File: config.mk
export PLATFORM = sky130hd
export DESIGN_NAME = spi_arbiter
export DESIGN_NICKNAME = d
export VERILOG_FILES = /design/src/rtl/spi_arbiter.sv
export SDC_FILE = /design/constraint.sdc
export NUM_CORES = 1
export LEC_CHECK = 0
export ABC_CLOCK_PERIOD_IN_PS = 2100
export BUFFER_PORTS_ARGS = -buffer_cell sky130_fd_sc_hd__buf_2
export CAP_MARGIN = 25
export CORE_AREA = 2 2 83 85
export DETAILED_ROUTE_END_ITERATION = 6
export DIE_AREA = 0 0 85 87
export GPL_TIMING_DRIVEN = 0
export PLACE_DENSITY = 0.67
export SKIP_LAST_GASP = 1
export SYNTH_ARGS = -nofsm -noshare
export SYNTH_HDL_FRONTEND = slang
export SYNTH_SLANG_ARGS = --single-unit
File: constraint.sdc
create_clock -name HCLK -period 2.1 [get_ports HCLK]
set_clock_uncertainty 0.05 [all_clocks]
set_input_delay 0.21 -clock HCLK [delete_from_list [all_inputs] [get_ports HCLK]]
set_output_delay 0.21 -clock HCLK [all_outputs]
set_load 0.1 [all_outputs]
File: src/rtl/spi_arbiter.sv
// Two-requester SPI frame arbiter: round-robin grant, one transfer in flight,
// per-requester receive/timeout results, and a saturating transfer watchdog.
module spi_arbiter #(
  parameter int unsigned TIMEOUT = 4096,
  parameter int unsigned DW      = 8
) (
  input  logic          HCLK,
  input  logic          HRESET,
  input  logic          req0,
  input  logic          req1,
  input  logic [DW-1:0] tx0,
  input  logic [DW-1:0] tx1,
  output logic          gnt0,
  output logic          gnt1,
  output logic          done0,
  output logic          done1,
  output logic [DW-1:0] rx0,
  output logic [DW-1:0] rx1,
  output logic          err0,
  output logic          err1,
  output logic          spi_start,
  output logic [DW-1:0] spi_txdata,
  input  logic          spi_busy,
  input  logic [DW-1:0] spi_rxdata,
  output logic          arb_busy
);

  localparam int unsigned    CW        = $clog2(TIMEOUT) + 1;
  localparam logic [CW-1:0] CNT_LIMIT = CW'(TIMEOUT - 1);

  typedef enum logic [1:0] {IDLE, START, WAIT_BUSY, WAIT_DONE} state_t;

  state_t        state, state_nxt;
  logic          owner;
  logic          last;
  logic [CW-1:0] cnt;
  logic [DW-1:0] rx0_q, rx1_q;
  logic          err0_q, err1_q;
  logic          grant, grant_sel;
  logic          ok, tmo, finish;

  always_comb begin
    state_nxt = state;
    grant     = 1'b0;
    grant_sel = 1'b0;
    ok        = 1'b0;
    tmo       = 1'b0;
    case (state)
      IDLE: begin
        if (!HRESET && (req0 || req1)) begin
          grant     = 1'b1;
          grant_sel = req1 & (!req0 | !last);
          state_nxt = START;
        end
      end
      START: state_nxt = WAIT_BUSY;
      WAIT_BUSY: begin
        if (cnt == CNT_LIMIT) begin
          tmo       = 1'b1;
          state_nxt = IDLE;
        end else if (spi_busy) begin
          state_nxt = WAIT_DONE;
        end
      end
      WAIT_DONE: begin
        // a frame that completes on the limit cycle still counts as success
        if (!spi_busy) begin
          ok        = 1'b1;
          state_nxt = IDLE;
        end else if (cnt == CNT_LIMIT) begin
          tmo       = 1'b1;
          state_nxt = IDLE;
        end
      end
      default: state_nxt = IDLE;
    endcase
  end

  assign finish    = ok | tmo;
  assign gnt0      = grant & !grant_sel;
  assign gnt1      = grant & grant_sel;
  assign done0     = finish & !owner;
  assign done1     = finish & owner;
  assign spi_start = (state == START);
  assign arb_busy  = (state != IDLE) | grant;

  // results are forwarded during the done cycle so they are valid with the pulse
  assign rx0  = (done0 && ok) ? spi_rxdata : rx0_q;
  assign rx1  = (done1 && ok) ? spi_rxdata : rx1_q;
  assign err0 = done0 ? tmo : err0_q;
  assign err1 = done1 ? tmo : err1_q;

  always_ff @(posedge HCLK or posedge HRESET) begin
    if (HRESET) begin
      state      <= IDLE;
      owner      <= 1'b0;
      last       <= 1'b1;
      cnt        <= '0;
      spi_txdata <= '0;
      rx0_q      <= '0;
      rx1_q      <= '0;
      err0_q     <= 1'b0;
      err1_q     <= 1'b0;
    end else begin
      state <= state_nxt;
      if (grant) begin
        spi_txdata <= grant_sel ? tx1 : tx0;
        owner      <= grant_sel;
      end
      if (state == START) begin
        cnt <= '0;
      end else if ((state == WAIT_BUSY || state == WAIT_DONE) && cnt != '1) begin
        cnt <= cnt + 1'b1;
      end
      if (finish) begin
        last <= owner;
        if (owner) begin
          err1_q <= tmo;
          if (ok) rx1_q <= spi_rxdata;
        end else begin
          err0_q <= tmo;
          if (ok) rx0_q <= spi_rxdata;
        end
      end
    end
  end

endmodule

==> results.cfg, run 1 <==
[cells_and_area]
antennaDiodeCount = 0
instances_no_fill = 384
area_growth_pct = 49.5
drive_gt1_share_pct = 55.6
design_area_um2 = 3360
nets = 333

[synthesis]
yosysTopAreaCell = dfrtp_1
synth.cell_area_um2 = 2250
yosysWarnings = 0
synth_edf_count = 0
synthFlopType = dfrtp_1
async_reset_ff_share_pct = 100
ys_seq_elements = 43
ys_types = 46
synth_cells = 207
avgSynthCellArea_um2 = 10.9
yosysMostFrequentCell = dfrtp_1
synth_top_area_share_pct = 46.7
syn_nets = 237
netlist_top_cells_area = dfrtp_1, mux2_2, mux2i_1
synth_top_cells_by_count = dfrtp_1, mux2_2, nor2_1, nand2_1, a21oi_1
yosysSeqAreaShare_pct = 47.9

[timing]
hold_violations = 0
finalCriticalPeriod_ps = 2130
slew_violations = 0
rsz0062_at_grt = true
tns_ps = -33.8
fin_ws_ps = -33.8
fmax_ghz = 0.469
worst_slew_pin_slew_ps = 617
finalSetupViolCount = 1
period_share_pct = 102
slew_headroom_pct = 58.5

[grt]
grt_first_pass_wirelength_um = 9680
grt_max_degree = 27
first_global_vias = 1977
grt_usage_pct = 16.5
antenna_found_initial = 0
overflow = 0

[detailed_routing]
wl_per_cell_um = 15.2
vias = 2006
drt_first_pass_iters = 5
ant_nets = 0
drt-total-wl_um = 5820
drc = 0
viasPerCell = 5.22
first_iter_violations = 63

[floorplan]
io_pins = 61
core_area_um2 = 6570
die_area_um2 = 7400
initial_core_util_pct = 34.3
num_rows = 30
die_x_um = 85
die_h_um = 87

[worst_setup_path]
endpoint_kind = output port
startpoint_type = flip-flop
cp.required_ps = 1840
worstReg2RegStart = cnt[1]
worstPathArrival_ps = 1870
crit_fanout = 5
r2r_cells = 6
worstReg2RegEnd = cnt[1]
reg2reg_setup_slack_ps = 160
worstSetupPathType = flip-flop to output port

[min_path]
holdCritPathClass = input port to flip-flop
hold_path_depth = 3
min-delay-start = spi_busy
whs_endpoint = state[0]

[clock_network]
cts_root_buffer = clkbuf_8
clock_sinks = 43
cts_made_buffers = 5
htree_levels = 2
clockBufferDepth = 2
clk_pin_slew_ps = 90
insertion_delay_ps = 300
cts_tree = yes

[placement]
placed_area_um2 = 2760
pre_cts_ws_ps = -224
dpl.cell_count = 348
gp_congestion = 0.780
numPortBuffers = 60
hpwl_um = 3810

[run]
cap_violations = 0

[status]
violations = setup timing
outcome = complete, but fails checks
## sequential cells by signal, summed over array words and instances, names as in the netlist
| register | count |
|---|---|
| owner | 1 |
| rx1_q | 8 |
| last | 1 |
| err0_q | 1 |
| spi_txdata | 8 |
| rx0_q | 8 |
| cnt | 13 |
| err1_q | 1 |
| state | 2 |
## placed cells by master, fill, tap and decap left out, types with 2 or more instances in the layout
cell type	n
a31oi_1	2
nor3_4	2
nor2b_1	2
o211ai_1	3
a21oi_1	11
o31ai_1	3
nand3_4	2
nand4_1	7
dfrtp_2	6
o21ai_0	3
or4_1	2
buf_12	9
nor4_1	4
mux2_2	29
nor2_1	14
buf_6	7
mux2_4	3
dfrtp_1	36
o21bai_1	3
clkbuf_8	5
inv_2	4
nand3_1	6
inv_1	3
mux2i_1	10
nor4_4	3
buf_2	40
buf_4	40
nand2_1	13
## worst max-delay path by stage
stage | cells past startpoint | from | endpoint | slack, ps
2_1_floorplan | 3 | state[1] | gnt0 | -50
3_3_place_gp | 7 | state[0] | rx0[6] | -230
3_5_place_dp | 7 | state[0] | rx0[0] | -220
4_1_cts | 6 | cnt[0] | err1 | -120
5_1_grt | 7 | cnt[8] | done0 | -170
6_report | 7 | cnt[8] | done0 | -30
## metal layers
metal / vias up / global-route usage, % / part of all wire (%)
li1: 962 / - / -
met1: 996 / 20.3 / 42
met2: 42 / 28.8 / 53
met3: 6 / 3.60 / 3.0
met4: 0 / 5.48 / 1.4
met5: - / 0 / 0
## metrics by stage
step / hold slack, ps / util (%)
2_1_floorplan: 299 / -
3_5_place_dp: 199 / 42.0
6_report: 106 / 51.2
4_1_cts: 93.3 / 49.8
5_1_grt: 112 / 51.2
3_3_place_gp: 419 / 41.7
## cell families after synthesis
logic type      after synthesis  synth area share, %
compound gates               34                 9.78
xor+xnor                      2                0.778
fa+ha+maj                     1                0.556
buf+inv                      17                 3.39
flops                        43                 47.9
mux                          42                 20.5
simple gates                 68                 17.2
## final cells by class
type	count	area, µm²
clock buffer	5	68.8
buffer	8	65.1
fill	578	3200
inverter	7	26.3
tap	80	100
timing repair buffer	91	736
clock inverter	3	47.5
multi-input combinational	147	1240
sequential	43	1080
## worst max-delay path, stage by stage, from the launching register on
cell and delay [ps]:
dfrtp_1 350, buf_6 110, nand4_1 170, nor4_4 320, buf_4 180, nor2_2 40
nor3_4 200, buf_12 200
## repair_timing
| item | 4_1_cts | 5_1_grt |
|---|---|---|
| cloned | 1 | 0 |
| endpoints found under the hold margin | 16 | 0 |
| setup buffers | 15 | 13 |
| endpoints found under the setup margin | 23 | 22 |
| resized for setup | 70 | 15 |
| pin swaps | 9 | 7 |
| hold buffers | 1 | 0 |
Power of run 1 is left out: the tool's default activity adds up to more than one toggle a clock period on the data nets, which glitch-free logic cannot reach.
==> run 2: changes to the inputs <==
CELL_PAD_IN_SITES_DETAIL_PLACEMENT = 0   (was default)
CELL_PAD_IN_SITES_GLOBAL_PLACEMENT = 1   (was default)
PLACE_DENSITY = 0.8   (was 0.67)
RECOVER_POWER = 100   (was default)
SKIP_LAST_GASP = default   (was 1)
==> results.cfg, run 2 (synthesized netlist as in run 1, its figures left out) <==
[placement]
gp_congestion = 0.747
placed_area_um2 = 2760
numPortBuffers = 60
dpl.cell_count = 348
hpwl_um = 3680

[floorplan]
io_pins = 61
die_x_um = 85
core_area_um2 = 6570
die_h_um = 87
num_rows = 30
die_area_um2 = 7400
initial_core_util_pct = 34.3

[cells_and_area]
instances_no_fill = 373
area_growth_pct = 42.6
final_common_cell = dfrtp_1
drive_gt1_share_pct = 49.1
design_area_um2 = 3210
largest_reg_flops = 13
final_cell_mix = dfrtp_1, buf_2, mux2_2
antennaDiodeCount = 0
top_register = cnt
nets = 322

[detailed_routing]
wl_per_cell_um = 14.7
drc = 0
first_iter_violations = 73
ant_nets = 0
drt-total-wl_um = 5480
viasPerCell = 5.17
drt_first_pass_iters = 4
vias = 1927

[clock_network]
cts_root_buffer = clkbuf_8
cts_tree = yes
insertion_delay_ps = 310
htree_levels = 2
clk_pin_slew_ps = 90
clock_sinks = 43
clockBufferDepth = 2
cts_made_buffers = 5

[min_path]
hold_path_depth = 3
whs_endpoint = state[0]
holdCritPathClass = input port to flip-flop
min-delay-start = spi_busy

[worst_setup_path]
reg2reg_setup_slack_ps = 150
worstPathArrival_ps = 1920
cp.required_ps = 1840
worstReg2RegEnd = cnt[7]
crit_fanout = 3
worstSetupPathType = flip-flop to output port
r2r_cells = 8
startpoint_type = flip-flop
startpoint = cnt[0]
endpoint_kind = output port
worstReg2RegStart = cnt[0]

[timing]
period_share_pct = 104
slew_headroom_pct = 21.3
fmax_ghz = 0.458
fin_ws_ps = -84.0
rsz0062_at_grt = true
slew_violations = 0
finalSetupViolCount = 9
worst_slew_pin_slew_ps = 1190
finalCriticalPeriod_ps = 2180
hold_violations = 0

[status]
violations = setup timing
outcome = complete, but fails checks

[grt]
antenna_found_initial = 0
grt_usage_pct = 15.7
grt_max_degree = 25
first_global_vias = 1902
overflow = 0
grt_first_pass_wirelength_um = 9270

[run]
cap_violations = 0
run 2: area by class of cell:
| class | instances | area (µm²) |
|---|---|---|
| Fill cell | 576 | 3360 |
| Multi-Input combinational cell | 147 | 1230 |
| Sequential cell | 43 | 1080 |
| Timing Repair Buffer | 80 | 616 |
| Tap cell | 80 | 100 |
| Clock buffer | 6 | 82.6 |
| Buffer | 8 | 58.8 |
| Inverter | 7 | 26.3 |
| Clock inverter | 2 | 16.3 |
run 2: worst max path at each step:
stage                  end  slack (ps)  cells after the start
floorplan             gnt0         -50                      3
global placement    rx0[0]        -210                      7
detailed placement  rx0[0]        -250                      7
CTS                 rx0[0]        -120                      7
global route         done0        -170                      7
finish               done0         -80                      7
run 2: repair_timing:
action	in CTS	in global routing
gates cloned	0	1
hold endpoints to repair	19	0
resized for setup	64	10
pin swaps	6	4
hold buffers	1	0
setup endpoints to repair	23	27
buffers inserted	11	6
run 2: worst max-delay path: stages (launching register included):
cell	delay (ps)
dfrtp_2	400
ha_4	160
nand4_4	120
nor4_4	310
buf_4	200
nor2_4	40
nor3_4	170
buf_12	210
run 2: stage by stage:
step                hold slack, ps  worst slack, ps  utilization (%)  TNS (ps)
finish                        95.0            -84.0             48.9      -405
detailed placement             203             -248             42.0     -1990
global placement               420             -207             41.7     -1800
global route                  84.8             -172             48.9     -1290
CTS                           88.0             -123             48.2     -1220
floorplan                      299            -50.3                -     -50.3
run 2: layer usage:
metal	vias to the layer above	share of wire, %	GRT usage (%)
met4	0	1.4	4.76
met5	-	0	0
met3	7	4.5	4.17
li1	934	-	-
met2	42	51	26.4
met1	944	44	19.9
Power of run 2 is left out for the same reason.
==> run 3: changes to the inputs <==
ABC_CLOCK_PERIOD_IN_PS = 2000   (was 2100)
PLACE_DENSITY = 0.83   (was 0.8)
clock period = 2 ns   (was 2.1 ns; I/O delays follow)
==> results.cfg, run 3 (synthesized netlist as in run 1, its figures left out) <==
[worst_setup_path]
worstSetupPathType = flip-flop to output port
cp.required_ps = 1750
crit_fanout = 3
endpoint_kind = output port
worstPathArrival_ps = 1840
startpoint_type = flip-flop

[detailed_routing]
viasPerCell = 5.09
first_iter_violations = 63
drt_first_pass_iters = 4
wl_per_cell_um = 14.9
drc = 0
drt-total-wl_um = 5840
vias = 1989
ant_nets = 0

[status]
outcome = complete, but fails checks
violations = setup timing

[cells_and_area]
design_area_um2 = 3520
multi_input_area_um2 = 1270
final_cell_mix = buf_4, dfrtp_1, buf_2
largest_reg_flops = 13
drive_gt1_share_pct = 56.9
register_area_um2 = 1090
area_growth_pct = 56.6
top_register = cnt
antennaDiodeCount = 0
fillers = 537
nets = 340

[clock_network]
htree_levels = 2
clk_pin_slew_ps = 90
insertion_delay_ps = 300
clock_sinks = 43
cts_made_buffers = 5
cts_root_buffer = clkbuf_8
cts_tree = yes
clockBufferDepth = 2

[timing]
worst_slew_pin_slew_ps = 841
fin_ws_ps = -91.1
period_share_pct = 105
slew_violations = 0
fmax_ghz = 0.478
finalSetupViolCount = 11
finalCriticalPeriod_ps = 2090
slew_headroom_pct = 43.9
rsz0062_at_grt = true
hold_violations = 0

[floorplan]
die_x_um = 85
core_area_um2 = 6570
die_area_um2 = 7400
die_h_um = 87
initial_core_util_pct = 34.3
io_pins = 61
num_rows = 30

[placement]
hpwl_um = 3680
placed_area_um2 = 2770
pre_cts_ws_ps = -313
gp_congestion = 0.763
numPortBuffers = 60

[grt]
grt_first_pass_wirelength_um = 9270
overflow = 0
grt_usage_pct = 15.8
antenna_found_initial = 0
first_global_vias = 1924
grt_max_degree = 24

[min_path]
holdCritPathClass = input port to flip-flop

[run]
cap_violations = 0
-- run 3: cell count changes in the layout (fill, tap and decap cells not counted), moves of 2 or more --
cell	before	now
buf_8	1	3
clkbuf_2	3	9
buf_12	6	11
buf_2	31	29
dfrtp_2	3	7
buf_6	9	13
clkbuf_1	10	2
buf_4	26	35
mux2_2	31	25
dfrtp_1	39	35
mux2_4	1	7
-- run 3: final cells by class --
class	instances	share of cell area [%]
multi-input combinational	148	36.1
tap	80	2.84
sequential	43	30.8
buffer	8	2.20
inverter	7	0.745
timing repair buffer	97	23.8
clock buffer	6	2.34
clock inverter	2	1.10
-- run 3: stage by stage --
stage	instances	TNS [ps]	hold WS (ps)	utilization [%]
CTS	376	-2570	84.7	51.2
finish	391	-568	90.1	53.7
floorplan	207	-606	289	-
detailed placement	348	-3190	223	42.1
global placement	347	-2950	411	41.7
global route	391	-2040	102	53.7
-- run 3: worst max-delay path, stage by stage, from the launching register on --
cell	delay (ps)
dfrtp_1	400
ha_4	160
nand4_4	120
nor4_4	210
buf_4	200
nor2_4	40
nor3_4	200
buf_12	200
-- run 3: path summary, 6_finish.rpt --
check	from	to	slack, ps	cells past startpoint
max in group asynchronous	HRESET	owner	260	4
min in group asynchronous	HRESET	cnt[0]	560	3
worst max register to register	cnt[0]	cnt[9]	70	8
worst min register to register	rx1_q[6]	rx1_q[6]	460	1
worst max-delay path	cnt[1]	done0	-90	7
worst min-delay path	spi_busy	state[0]	90	3
-- run 3: repair_timing --
item / CTS / global route
resized for setup: 90 / 25
setup buffers: 18 / 16
cloned: 1 / 1
pin swaps: 9 / 8
hold buffers: 1 / 0
endpoints found under the hold margin: 19 / 0
endpoints found under the setup margin: 24 / 25
-- run 3: layer usage --
metal  global-route usage [%]  vias to the layer above  part of all wire (%)
met5                        0                        -                     0
met4                     4.91                        0                   1.7
met3                     4.27                        8                   4.4
met2                     27.0                       44                    51
met1                     19.6                      968                    42
li1                         -                      969                     -
Power of run 3 is left out for the same reason.
